### src/rtl/murmur_kmer_hasher_seq_pkg.sv
// Purpose:      shared constants, types, state encoding and mixing helpers for the k-mer hasher.
// Latency:      n/a (package; functions are purely combinational).
// Backpressure: n/a.
// Contents: C1/C2 block-mix multipliers, M5/N_ADD body constants, FMIX_C1/FMIX_C2 finaliser
//           multipliers, base_t/h32_t types, hstate_e FSM encoding, rol32/mix_k/fmix32.
`timescale 1ns/1ps

package hasher_pkg;

  typedef logic [1:0]  base_t;
  typedef logic [31:0] h32_t;

  localparam h32_t C1      = 32'hcc9e2d51;
  localparam h32_t C2      = 32'h1b873593;
  localparam h32_t M5      = 32'd5;
  localparam h32_t N_ADD   = 32'he6546b64;
  localparam h32_t FMIX_C1 = 32'h85ebca6b;
  localparam h32_t FMIX_C2 = 32'hc2b2ae35;

  typedef enum logic [2:0] {
    IDLE,
    BLOCK,
    TAIL,
    FINAL,
    DONE
  } hstate_e;

  // Rotate left by n (1..31).
  function automatic h32_t rol32(input h32_t x, input int unsigned n);
    return (x << n) | (x >> (32 - n));
  endfunction

  // Per-word scramble applied to both full blocks and the tail word.
  function automatic h32_t mix_k(input h32_t w);
    h32_t k;
    k = w * C1;
    k = rol32(k, 15);
    k = k * C2;
    return k;
  endfunction

  // Avalanche finaliser.
  function automatic h32_t fmix32(input h32_t h_in);
    h32_t h;
    h = h_in;
    h = h ^ (h >> 16);
    h = h * FMIX_C1;
    h = h ^ (h >> 13);
    h = h * FMIX_C2;
    h = h ^ (h >> 16);
    return h;
  endfunction

endpackage

### src/rtl/murmur_kmer_hasher_seq_if.sv
// Purpose:      request/response channel of the k-mer hasher (k-mer + tag in, hash + tag out).
// Latency:      n/a (wiring only).
// Backpressure: in_valid/in_ready on the request side, out_valid/out_ready on the result side.
// Ports: in_valid, in_ready, in_kmer[2*KMER_SIZE], in_tag[TAG_W];
//        out_valid, out_ready, out_h1[32], out_h2[H2_W], out_tag[TAG_W].
//        master = producer/consumer side, slave = hasher side.
`timescale 1ns/1ps

interface murmur_kmer_hasher_seq_if #(
  parameter int KMER_SIZE = 32,
  parameter int TAG_W     = 8,
  parameter int H2_W      = 8
);

  logic                   in_valid;
  logic                   in_ready;
  logic [2*KMER_SIZE-1:0] in_kmer;
  logic [TAG_W-1:0]       in_tag;

  logic                   out_valid;
  logic                   out_ready;
  logic [31:0]            out_h1;
  logic [H2_W-1:0]        out_h2;
  logic [TAG_W-1:0]       out_tag;

  modport master (
    output in_valid, in_kmer, in_tag, out_ready,
    input  in_ready, out_valid, out_h1, out_h2, out_tag
  );

  modport slave (
    input  in_valid, in_kmer, in_tag, out_ready,
    output in_ready, out_valid, out_h1, out_h2, out_tag
  );

endinterface

### src/rtl/murmur_kmer_hasher_seq_round.sv
// Purpose:      one combinational MurmurHash3 round, shared by full-block and tail steps.
// Latency:      0 cycles (combinational).
// Backpressure: none; the caller decides when to register h_out.
// Ports: h_in (running hash), w (32-bit packed word), is_tail (skip rol13/*5+n), h_out.
`timescale 1ns/1ps

module murmur_round
  import hasher_pkg::*;
(
  input  h32_t h_in,
  input  h32_t w,
  input  logic is_tail,
  output h32_t h_out
);

  h32_t hx;

  always_comb begin
    hx = h_in ^ mix_k(w);
    if (is_tail) begin
      h_out = hx;
    end else begin
      h_out = rol32(hx, 13) * M5 + N_ADD;
    end
  end

endmodule

### src/rtl/murmur_kmer_hasher_seq.sv
// Purpose:      sequential MurmurHash3-32 over a 2-bit-per-base k-mer, one 16-base word per cycle.
// Latency:      accept to out_valid = NFULL + (TAILB != 0) + 1 cycles; one k-mer per latency + 2 cycles.
// Backpressure: in_ready only in IDLE; result held in DONE until out_ready, then back to IDLE.
// Ports: clk, rst (synchronous, active high), bus (murmur_kmer_hasher_seq_if.slave).
// Build option: define HASHER_FMIX_EN to fold in the byte length and run fmix32 in FINAL;
//               without it FINAL passes the body hash straight through (legacy-compatible).
`timescale 1ns/1ps

module murmur_kmer_hasher_seq
  import hasher_pkg::*;
#(
  parameter int   KMER_SIZE      = 32,
  parameter int   NUM_OF_BUCKETS = 256,
  parameter h32_t SEED           = 32'h8f83adef,
  parameter int   TAG_W          = 8
) (
  input logic                     clk,
  input logic                     rst,
  murmur_kmer_hasher_seq_if.slave bus
);

  localparam int NFULL = KMER_SIZE / 16;
  localparam int TAILB = KMER_SIZE % 16;
  localparam int H2_W  = $clog2(NUM_OF_BUCKETS);
  localparam int KW    = 2 * KMER_SIZE;
  // The k-mer is parked left-aligned in a buffer a whole word wider than the
  // full blocks, so the current word is always the top 32 bits, even for K < 16.
  localparam int BUFW  = 32 * (NFULL + 1);
  localparam int PADW  = BUFW - KW;
  // Tail bases arrive left-aligned at the top of the buffer; shift them down.
  localparam int TSH   = (TAILB == 0) ? 0 : 32 - 2 * TAILB;
  localparam int JW    = $clog2(NFULL + 2);
  localparam logic [JW-1:0] JLAST = JW'(NFULL - 1);
  localparam hstate_e AFTER_BLK = (TAILB != 0) ? TAIL : FINAL;
  localparam hstate_e AFTER_ACC = (NFULL != 0) ? BLOCK : AFTER_BLK;
`ifdef HASHER_FMIX_EN
  localparam int LEN   = (KMER_SIZE + 3) / 4;
`endif

  hstate_e          state_q;
  logic [BUFW-1:0]  kbuf_q;
  logic [TAG_W-1:0] tag_q;
  h32_t             h_q;
  logic [JW-1:0]    j_q;

  logic             in_ready_q;
  logic             out_valid_q;
  h32_t             out_h1_q;
  logic [H2_W-1:0]  out_h2_q;
  logic [TAG_W-1:0] out_tag_q;

  h32_t blk_w;
  h32_t tail_w;
  h32_t round_w;
  h32_t h_rnd;
  h32_t h_fin;

  assign blk_w   = kbuf_q[BUFW-1 -: 32];
  assign tail_w  = blk_w >> TSH;
  assign round_w = (state_q == TAIL) ? tail_w : blk_w;

  murmur_round u_round (
    .h_in    (h_q),
    .w       (round_w),
    .is_tail (state_q == TAIL),
    .h_out   (h_rnd)
  );

  always_comb begin
`ifdef HASHER_FMIX_EN
    h_fin = fmix32(h_q ^ h32_t'(LEN));
`else
    h_fin = h_q;
`endif
  end

  always_ff @(posedge clk) begin
    if (rst) begin
      state_q     <= IDLE;
      kbuf_q      <= '0;
      tag_q       <= '0;
      h_q         <= '0;
      j_q         <= '0;
      in_ready_q  <= 1'b1;
      out_valid_q <= 1'b0;
      out_h1_q    <= '0;
      out_h2_q    <= '0;
      out_tag_q   <= '0;
    end else begin
      unique case (state_q)
        IDLE: begin
          if (bus.in_valid && in_ready_q) begin
            kbuf_q     <= {bus.in_kmer, {PADW{1'b0}}};
            tag_q      <= bus.in_tag;
            h_q        <= SEED;
            j_q        <= '0;
            in_ready_q <= 1'b0;
            state_q    <= AFTER_ACC;
          end
        end
        BLOCK: begin
          h_q    <= h_rnd;
          kbuf_q <= kbuf_q << 32;
          j_q    <= j_q + JW'(1);
          if (j_q == JLAST) begin
            state_q <= AFTER_BLK;
          end
        end
        TAIL: begin
          h_q     <= h_rnd;
          state_q <= FINAL;
        end
        FINAL: begin
          out_h1_q    <= h_fin;
          out_h2_q    <= h_fin[H2_W-1:0];
          out_tag_q   <= tag_q;
          out_valid_q <= 1'b1;
          state_q     <= DONE;
        end
        DONE: begin
          // Handshake returns to IDLE; the next accept can only happen a cycle later.
          if (bus.out_ready) begin
            out_valid_q <= 1'b0;
            in_ready_q  <= 1'b1;
            state_q     <= IDLE;
          end
        end
        default: begin
          state_q <= IDLE;
        end
      endcase
    end
  end

  assign bus.in_ready  = in_ready_q;
  assign bus.out_valid = out_valid_q;
  assign bus.out_h1    = out_h1_q;
  assign bus.out_h2    = out_h2_q;
  assign bus.out_tag   = out_tag_q;

endmodule

### src/flat_wrapper.sv
// flat-port wrapper written by rule: the top's interface ports become plain ports
module murmur_kmer_hasher_seq_flat import hasher_pkg::*;
#(
  parameter int   KMER_SIZE      = 32,
  parameter int   NUM_OF_BUCKETS = 256,
  parameter h32_t SEED           = 32'h8f83adef,
  parameter int   TAG_W          = 8
)
  (clk, rst, bus_in_valid, bus_in_kmer, bus_in_tag, bus_out_ready, bus_in_ready, bus_out_valid, bus_out_h1, bus_out_h2, bus_out_tag);
  murmur_kmer_hasher_seq_if #(.KMER_SIZE(KMER_SIZE), .TAG_W(TAG_W), .H2_W(8)) bus_i ();
  input logic clk;
  input logic rst;
  input wire logic [$bits(bus_i.in_valid)-1:0] bus_in_valid;
  input wire logic [$bits(bus_i.in_kmer)-1:0] bus_in_kmer;
  input wire logic [$bits(bus_i.in_tag)-1:0] bus_in_tag;
  input wire logic [$bits(bus_i.out_ready)-1:0] bus_out_ready;
  output wire logic [$bits(bus_i.in_ready)-1:0] bus_in_ready;
  output wire logic [$bits(bus_i.out_valid)-1:0] bus_out_valid;
  output wire logic [$bits(bus_i.out_h1)-1:0] bus_out_h1;
  output wire logic [$bits(bus_i.out_h2)-1:0] bus_out_h2;
  output wire logic [$bits(bus_i.out_tag)-1:0] bus_out_tag;
  assign bus_i.in_valid = bus_in_valid;
  assign bus_i.in_kmer = bus_in_kmer;
  assign bus_i.in_tag = bus_in_tag;
  assign bus_i.out_ready = bus_out_ready;
  assign bus_in_ready = bus_i.in_ready;
  assign bus_out_valid = bus_i.out_valid;
  assign bus_out_h1 = bus_i.out_h1;
  assign bus_out_h2 = bus_i.out_h2;
  assign bus_out_tag = bus_i.out_tag;
  murmur_kmer_hasher_seq #(.KMER_SIZE(KMER_SIZE), .NUM_OF_BUCKETS(NUM_OF_BUCKETS), .SEED(SEED), .TAG_W(TAG_W)) u_core (.clk(clk), .rst(rst), .bus(bus_i));
endmodule
### config.mk
export PLATFORM = sky130hd
export DESIGN_NAME = murmur_kmer_hasher_seq_flat
export DESIGN_NICKNAME = d
export VERILOG_FILES = /design/src/rtl/murmur_kmer_hasher_seq_pkg.sv /design/src/rtl/murmur_kmer_hasher_seq_if.sv /design/src/rtl/murmur_kmer_hasher_seq_round.sv /design/src/rtl/murmur_kmer_hasher_seq.sv /design/src/flat_wrapper.sv
export SDC_FILE = /design/constraint.sdc
export NUM_CORES = 2
export LEC_CHECK = 0
export CAP_MARGIN = 20
export CORE_MARGIN = 8
export CORE_UTILIZATION = 60
export CTS_BUF_LIST = sky130_fd_sc_hd__clkbuf_4
export DETAILED_ROUTE_END_ITERATION = 8
export GPL_ROUTABILITY_DRIVEN = 0
export PLACE_DENSITY_LB_ADDON = 0.2
export SLEW_MARGIN = 20
export SYNTH_ARGS = -nofsm -noshare
export SYNTH_HDL_FRONTEND = slang
export SYNTH_SLANG_ARGS = --single-unit
### constraint.sdc
create_clock -name clk -period 44.8 [get_ports clk]
set_input_delay 11.2 -clock clk [delete_from_list [all_inputs] [get_ports clk]]
set_output_delay 11.2 -clock clk [all_outputs]
set_load 0.05 [all_outputs]
==> metrics <==
status complete, no violations; Top Ports 126; skew final 0.0235 ns; Clock Sink Count 151; Yosys reg bits 151; Worst-Skew Late Latency 0.59 ns; Setup CP Type flop to flop; Critical path origin u_core.kbuf_q[72]$_SDFFE_PP0P_; Die Y 216 µm; final WL 65.3 mm; H-tree depth 4; WHS roughly 0.47 ns; Net Count, Synth 3470; Post-synth EDFFs 0; f_max 59.3 MHz; vias per cell 5.65; post-route ant nets 0; CTS clk-pin slew, worst paths 0.15 ns; Core ar. between 0.03 and 0.04 mm²; max incr delay on CP 0.74 ns; die footprint 0.0468 mm²; max_cap viols 0; final net count 3565; hold_buf cts 0; vias in the first global route 19417; Area Overhead vs Synth 8.93%; PortBufs about 130; layout cells sized above 1 under 10%; Design Area, Final 0.0262 mm²; HPWL Detailed between 50 and 60 mm; CTS root buf clkbuf_4; Initial Utilization 60.6%; chip width 216 µm; Post-Place Cells between 3000 and 4000; yosys warns 0; post-route insts no fill 3240; final setup vio count 0; max_slew headroom a little over a quarter; Crit Path Max Fanout 9; synthesized area 0.0241 mm²; most instantiated library cell after synthesis inv_1; initial antenna violation count 1; R2R cell count 56; DR DRC count 0; slowest stage cell, crit path xnor2_1; most used cell, CP fa_1; CTS max path bufs 2; Setup Buffers After CTS 0; CP Launch Type flop; total global-route track usage 28.3%; Via Count 18307; HP Start u_core.bus.out_h1[28]$_SDFFE_PP0P_; Worst Path Required 45.26 ns; Yosys top cell by area fa_1; TNS Setup 0 ns; DR WL/cell 20.2 µm; Syn Inst Count 2606; Hold Fails Final Rpt 0; Synth area leaders fa_1 28%, ha_1 23%, dfxtp_1 13%, inv_1 8.8%, xnor2_1 4.5%; Setup crit end kind flop; Reg2Reg Launch Point u_core.kbuf_q[72]$_SDFFE_PP0P_; hold depth 2; RSZ-0062 raised after global routing false; fillers roughly 3200; CTS resizes 0; GRT overflow 0; first-pass GRT wire length 105 mm; CTS Buf Count 17; synthesized area per cell 9.25 µm²; post-layout min period 16.88 ns; Yosys top cell area share 28.5%; Synth top cells by count 566 x inv_1, 445 x ha_1, 343 x fa_1, 220 x nand2_1, 178 x a21oi_1; initial DRC count approximately 1400; Hold WC Path Type flop to flop; main flop type after synthesis dfxtp_1; Final Max Slew Viols 0; signal arrival time at the worst endpoint 17.33 ns; std cell rows 73; register area share after synthesis 12.5%; post-synthesis async set-or-reset flop share 0%; Final Cycle Share a little under two fifths; largest net degree at the start of global routing 83; TritonCTS clock tree built; Reg2Reg Setup Slack approximately 28 ns; dpl cell area around 0.026 mm²; DR pass1 iterations 5; worst slew pin tran 1.09 ns; post-synth cell types 68
metal layers:
layer | wire length [µm] | global-route usage [%] | vias to the layer above | share of wire [%]
met4 | 2070 | 8.68 | 0 | 3.2
li1 | - | - | 8607 | -
met5 | 0 | 0 | - | 0
met2 | 29500 | 45.5 | 700 | 45
met3 | 5620 | 6.84 | 121 | 8.6
met1 | 28100 | 37.4 | 8879 | 43
metrics by stage:
step	utilization [%]	worst slack [ns]
after CTS	66.1	28.06
after floorplan	-	29.66
after global routing	66.1	27.21
final	66.1	27.92
after detailed placement	65.1	28.14
after global placement	65.1	28.55
cells by family after synthesis:
family	count (synthesis)	share of synthesized area, %
AOI/OAI and AO/OA	420	11.3
muxes	5	0.208
adders and majority gates	788	51.6
DFF	151	12.5
xor gates and xnor gates	175	6.54
and+or+nand+nor	432	7.77
buffers and inverters	635	10.0
worst paths after layout:
check	endpoint
max	u_core.h_fin[21]$_SDFFE_PP0P_
min	u_core.bus.out_h1[28]$_SDFFE_PP0P_
max reg2reg	u_core.h_fin[21]$_SDFFE_PP0P_
min reg2reg	u_core.bus.out_h1[28]$_SDFFE_PP0P_
cell usage in the layout (no fill, tap or decap), types with 10 or more instances in the layout:
master	Yosys	final
o21ai_0	45	45
fa_1	343	343
o21a_1	12	12
a21oi_1	178	177
nand2_1	220	218
dfxtp_1	151	151
nor2_1	93	93
o221ai_1	37	37
nand2b_1	10	10
xor2_1	47	46
clkbuf_4	0	19
ha_1	445	445
buf_4	8	18
a21o_1	44	44
clkdlybuf4s50_1	0	124
nand3_1	18	18
nor3_1	27	27
nor2b_1	17	16
inv_1	566	566
and2_1	10	10
xnor2_1	125	123
final cells by class:
cell class                 instances  area, µm²  share of cell area, %
multi-input combinational       1820      18700                   71.2
clock buffer                      19        143                  0.543
timing repair buffer             143       1380                   5.26
sequential                       151       3020                   11.5
antenna                            1       2.50                0.00953
tap                              525        657                   2.50
clock inverter                    13        218                  0.829
inverter                         568       2130                   8.12
critical path, delay by kind of cell (launching register included):
| kind | cells | cell delay (ns) |
|---|---|---|
| fa+ha+maj | 20 | 8.73 |
| compound gates | 22 | 4.97 |
| simple gates | 6 | 1.18 |
| xor+xnor | 2 | 0.91 |
| flops | 1 | 0.62 |
| buf+inv | 6 | 0.33 |
flip-flops by register name, summed over array words and instances (netlist names):
register	flops
u_core.kbuf_q	64
u_core.state_q	3
u_core.j_q	2
u_core.bus.in_ready	1
u_core.tag_q	8
u_core.bus.out_valid	1
u_core.bus.out_h1	25
u_core.bus.out_h2	7
u_core.bus.out_tag	8
u_core.h_fin	32
Power is left out: the tool's default activity adds up to more than one toggle a clock period on the data nets, which glitch-free logic cannot reach.
